[config.mk]
export PLATFORM = sky130hd
export DESIGN_NAME = segment_display_driver
export DESIGN_NICKNAME = d
export VERILOG_FILES = /design/src/rtl/display_pkg.sv /design/src/rtl/hex_font_lut.sv /design/src/rtl/segment_display_driver.sv
export SDC_FILE = /design/constraint.sdc
export NUM_CORES = 1
export LEC_CHECK = 0
export CAP_MARGIN = 20
export CORE_UTILIZATION = 62
export DETAILED_ROUTE_END_ITERATION = 7
export PLACE_DENSITY = 0.85
export SYNTH_ARGS = -nofsm -noshare
export SYNTH_HDL_FRONTEND = slang
export SYNTH_SLANG_ARGS = --single-unit
[constraint.sdc]
create_clock -name eclk -period 3.4 [get_ports eclk]
set_clock_uncertainty 0.05 [all_clocks]
set_input_delay 0.34 -clock eclk [delete_from_list [all_inputs] [get_ports eclk]]
set_output_delay 0.34 -clock eclk [all_outputs]
set_load 0.01 [all_outputs]
[src/rtl/display_pkg.sv]
// display_pkg: shared state encoding, hex font and counter sizing for the 7-segment driver
package display_pkg;
    typedef enum logic [1:0] {IDLE, SHIFT, LATCH} state_t;
    localparam logic [6:0] FONT [16] = '{
        7'h3F, 7'h06, 7'h5B, 7'h4F, 7'h66, 7'h6D, 7'h7D, 7'h07,
        7'h7F, 7'h6F, 7'h77, 7'h7C, 7'h39, 7'h5E, 7'h79, 7'h71
    };
    function automatic int bit_cnt_w(input int digits);
        return $clog2(8 * digits);
    endfunction
endpackage

[src/rtl/hex_font_lut.sv]
// hex_font_lut: one hex nibble to a-g segment pattern (bit0=a .. bit6=g)
module hex_font_lut
    import display_pkg::*;
(
    input  logic [3:0] nibble,
    output logic [6:0] seg
);
    assign seg = FONT[nibble];
endmodule

[src/rtl/segment_display_driver.sv]
// segment_display_driver: serialises a multi-digit 7-segment frame into a 74HC595 chain
module segment_display_driver
    import display_pkg::*;
#(
    parameter int DIGITS     = 3,
    parameter int CLKDIV     = 64,
    parameter bit ACTIVE_LOW = 1,
    parameter bit BLANK_LZ   = 0,
    parameter bit REFRESH    = 0
) (
    input  logic                  eclk,
    input  logic                  ereset,
    input  logic [4*DIGITS-1:0]   value,
    input  logic [DIGITS-1:0]     dp,
    input  logic                  load,
    output logic                  busy,
    output logic                  done,
    output logic                  rclk,
    output logic                  sclk,
    output logic                  ser
);
    localparam int N = 8 * DIGITS;
    localparam int W = bit_cnt_w(DIGITS);
    localparam logic [7:0] C_LAST = 8'(CLKDIV - 1);
    localparam logic [7:0] C_HALF = 8'(CLKDIV / 2);
    localparam logic [W-1:0] IDX_LAST = W'(N - 1);
    state_t state, state_n;
    logic [7:0] cnt;
    logic [W-1:0] idx;
    logic [N-1:0] frame, img;
    logic [6:0] seg [DIGITS];
    logic bit_end, latch_end, idle, accept;
    for (genvar d = 0; d < DIGITS; d++) begin : g_lut
        hex_font_lut u_lut (.nibble(value[4*d +: 4]), .seg(seg[d]));
    end
    always_comb begin
        logic run;
        run = BLANK_LZ;
        img = '0;
        for (int i = DIGITS - 1; i >= 0; i--) begin
            run = run && value[4*i +: 4] == 4'd0 && i != 0;
            img[8*i +: 8] = {dp[i], run ? 7'd0 : seg[i]};
        end
    end
    assign bit_end   = cnt == C_LAST;
    assign latch_end = state == LATCH && cnt == C_HALF;
    assign idle      = state == IDLE || latch_end;
    assign accept    = idle && (load || REFRESH);
    always_comb begin
        state_n = idle ? (accept ? SHIFT : IDLE)
                : (state == SHIFT && bit_end && idx == IDX_LAST) ? LATCH : state;
    end
    always_ff @(posedge eclk) begin
        state <= ereset ? IDLE : state_n;
    end
    always_ff @(posedge eclk) begin
        if (ereset) begin
            cnt   <= '0;
            idx   <= '0;
            frame <= '0;
            busy  <= 1'b0;
            done  <= 1'b0;
            rclk  <= 1'b0;
            sclk  <= 1'b0;
            ser   <= 1'b0;
        end else begin
            busy  <= !idle;
            done  <= latch_end;
            rclk  <= state == LATCH && !latch_end;
            sclk  <= state == SHIFT && cnt >= C_HALF;
            if (state == SHIFT && cnt == 8'd0)
                ser <= frame[N-1] ^ ACTIVE_LOW;
            cnt   <= (idle || bit_end) ? 8'd0 : cnt + 8'd1;
            idx   <= idle ? '0 : (state == SHIFT && bit_end) ? idx + 1'b1 : idx;
            frame <= accept ? img : (state == SHIFT && bit_end) ? frame << 1 : frame;
        end
    end
endmodule

==> results.json <==
{
  "status": "completed",
  "synth_cell_type_count": 44,
  "end_kind": "flop",
  "nFillCells": 321,
  "cp_data_arrival_time_ns": 2.69,
  "fin_crit_sh_pct": 74.97,
  "setup_tns_ns": 0,
  "p_int_w": 0.0008458,
  "drtIter0Drc": 154,
  "leakage_nw": 1.123,
  "area_growth_pct": 12.60,
  "ys_seq_area_share_pct": 32.97,
  "antenna_found_initial": 0,
  "r2r_start": "cnt[0]$_SDFF_PP0_",
  "die_area_um2": 4575,
  "cts.clk_slew.worst_paths_ns": 0.08,
  "yosys_most_used_dff": "dfxtp_1",
  "sw_frac_of_total_pct": 26.07,
  "grt-ovfl-total": 0,
  "grt_max_degree": 31,
  "ant_nets": 0,
  "synth-edff-count": 0,
  "finalWirelength_mm": 5.850,
  "io_pins": 23,
  "slew_headroom_pct": 37.53,
  "synth_nets": 365,
  "cts-resized-gates": 0,
  "power_density_nw_per_um2": 380.4,
  "hp-class": "reg -> reg",
  "crit_type": "reg -> reg",
  "final_area_um2": 3008,
  "peakVddDrop_mv": 0.3064,
  "clock.fmax_mhz": 392.3,
  "post-route-min-period_ns": 2.549,
  "first_pass_iters": 5,
  "vias": 2445,
  "core_um2": 4058,
  "finalPower_w": 0.001144,
  "dp_hpwl_mm": 3.879,
  "hold_viol": 0,
  "maxCapViolCount": 0,
  "p_clk_share_pct": 35.2,
  "drive_gt1_share_pct": 7.440,
  "p_switching_w": 0.0002983,
  "cts_buffers": 5,
  "cp_max_fo": 14,
  "first_global_vias": 2122,
  "pwr-share-seq_pct": 49.0,
  "synthCells": 325,
  "wl_met3_um": 305,
  "top_layer": "met4",
  "netlist_area_um2": 2671,
  "grt_pass1_wl_mm": 9.294,
  "fin_ws_ns": 0.8509,
  "synth-seq-cells": 44,
  "met1_length_mm": 2.689,
  "async_reset_ff_share_pct": 0,
  "placed_area_um2": 2885,
  "place_ws_ns": 0.9377,
  "fin_nets": 375,
  "rows": 23,
  "start_util_pct": 65.83,
  "cts.sinks": 44,
  "setup_viol": 0,
  "ctsHtreeMaxLevel": 2,
  "viasPerCell": 6.334,
  "routedWlPerCell_um": 15.16,
  "diodes": 0,
  "worst_slew_pin_slew_ns": 0.9370,
  "rsz0062_at_grt": "no",
  "die_w_um": 67.64,
  "drc_errors": 0,
  "cts.hold.buffers_added": 0,
  "worstSkewPairLatency_ns": 0.31,
  "final_max_slew_viol_count": 0,
  "wl_met2_mm": 2.708,
  "critPathRequiredTime_ns": 3.54,
  "synth_warnings": 0,
  "die_h_um": 67.64,
  "hold_start": "frame[1]$_SDFFE_PP0P_",
  "syn_area_per_cell_um2": 8.219,
  "cts_tree": "built",
  "clk_path_buf_depth": 2,
  "root_buffer": "clkbuf_8",
  "gp_congestion": 0.8369,
  "place.port_buffers": 22,
  "crit_path_start": "cnt[0]$_SDFF_PP0_",
  "combPwrFrac_pct": 15.8,
  "startpoint_type": "flop",
  "post_cts_buffers": 0,
  "gr-usage-all-layers_pct": 27.27
}
-- synthesized netlist by cell type, types with 2 or more instances --
master | count | area, um2
dfxtp_1 | 44 | 880.8
nand2_1 | 42 | 157.7
ha_1 | 22 | 275.3
nor2_1 | 21 | 78.83
clkbuf_1 | 19 | 71.32
inv_1 | 19 | 71.32
nor3_1 | 18 | 90.09
a21oi_1 | 15 | 75.07
a311oi_1 | 13 | 113.9
nand3_1 | 9 | 45.04
o211ai_1 | 9 | 67.56
a31oi_1 | 8 | 50.05
mux2_2 | 7 | 78.83
nand2b_1 | 7 | 43.79
nor2b_1 | 7 | 43.79
a22oi_1 | 6 | 45.04
o21ai_0 | 6 | 30.03
or3_1 | 5 | 31.28
nand4_1 | 4 | 25.02
xnor2_1 | 4 | 35.03
xor2_1 | 4 | 35.03
a221oi_1 | 3 | 26.28
a32oi_1 | 3 | 26.28
buf_2 | 3 | 15.01
mux2i_1 | 3 | 30.03
nor4_1 | 3 | 18.77
a211o_1 | 2 | 17.52
mux4_2 | 2 | 45.04
nand3b_1 | 2 | 15.01
-- through the flow --
step | instances | hold slack, ns | utilization, %
2_1_floorplan | 325 | 0.3759 | -
3_3_place_gp | 377 | 0.4091 | 71.11
3_5_place_dp | 377 | 0.4114 | 71.11
4_1_cts | 385 | 0.4246 | 73.85
5_1_grt | 386 | 0.4536 | 74.13
6_report | 386 | 0.4246 | 74.13
-- final cells by class --
| class | instances | area (um2) | share of cell area (%) |
|---|---|---|---|
| flip-flops and latches | 44 | 880.8 | 29.28 |
| repair buffers | 26 | 254.0 | 8.444 |
| well taps | 50 | 62.56 | 2.080 |
| clock buffers | 5 | 68.82 | 2.288 |
| multi-input cells | 239 | 1628 | 54.12 |
| inverters | 19 | 71.32 | 2.371 |
| clock inverters | 3 | 42.54 | 1.414 |
-- power groups by stage --
stage	logic (W)	clock network [W]	registers, W
final	0.000181	0.000403	0.000560
after global routing	0.000200	0.000422	0.000563
after CTS	0.000180	0.000403	0.000559
after global placement	0.000172	0	0.000570
after floorplan	0.000123	0	0.000568
after detailed placement	0.000178	0	0.000570
-- cells by family (layout without fill, tap and decap cells) --
| group | after synthesis | in the layout | share of synthesized area, % |
|---|---|---|---|
| xor+xnor | 8 | 8 | 2.623 |
| buf+inv | 42 | 53 | 6.323 |
| compound gates | 71 | 71 | 18.88 |
| mux | 12 | 12 | 5.761 |
| flops | 44 | 44 | 32.97 |
| simple gates | 126 | 126 | 23.14 |
| fa+ha+maj | 22 | 22 | 10.30 |
-- state kept, by name, indices dropped and copies added (netlist names) --
register and count:
done 1, state 2, busy 1, ser 1
rclk 1, frame 24, cnt 8, sclk 1
idx 5
-- routing by layer --
layer | up-vias | global-route usage [%]
li1 | 1185 | -
met3 | 18 | 6.926
met4 | 0 | 13.56
met2 | 94 | 41.34
met5 | - | 0
met1 | 1148 | 35.53
-- worst max-delay path: stages (launching register included) --
cell	delay (ns)
dfxtp_1	0.35
inv_1	0.08
ha_1	0.15
nor4b_1	0.58
a31o_2	0.45
nand2_1	0.39
a311oi_1	0.40
-- final timing paths --
check | end | slack, ns | depth (start not counted)
setup reg to reg | frame[9]$_SDFFE_PP0P_ | 0.85 | 6
hold / removal | frame[1]$_SDFFE_PP0P_ | 0.42 | 2
setup / recovery | frame[9]$_SDFFE_PP0P_ | 0.85 | 6
hold reg to reg | frame[1]$_SDFFE_PP0P_ | 0.42 | 2
-- cells in the final DEF (no fill, tap or decap), drive strengths merged, types with 4 or more instances in the layout --
cell           instances
nand4                  4
nor2b                  7
xor2                   4
a21oi                 15
o211ai                 9
nand2                 42
nor3                  19
nor2                  21
mux2                   7
dfxtp                 44
inv                   19
clkdlybuf4s50         22
a311oi                13
clkbuf                 5
ha                    22
xnor2                  4
o21ai                  6
or3                    5
a22oi                  6
buf                    4
nand2b                 7
a31oi                  8
nand3                  9
No activity file was read; power rests on OpenSTA's default activity.
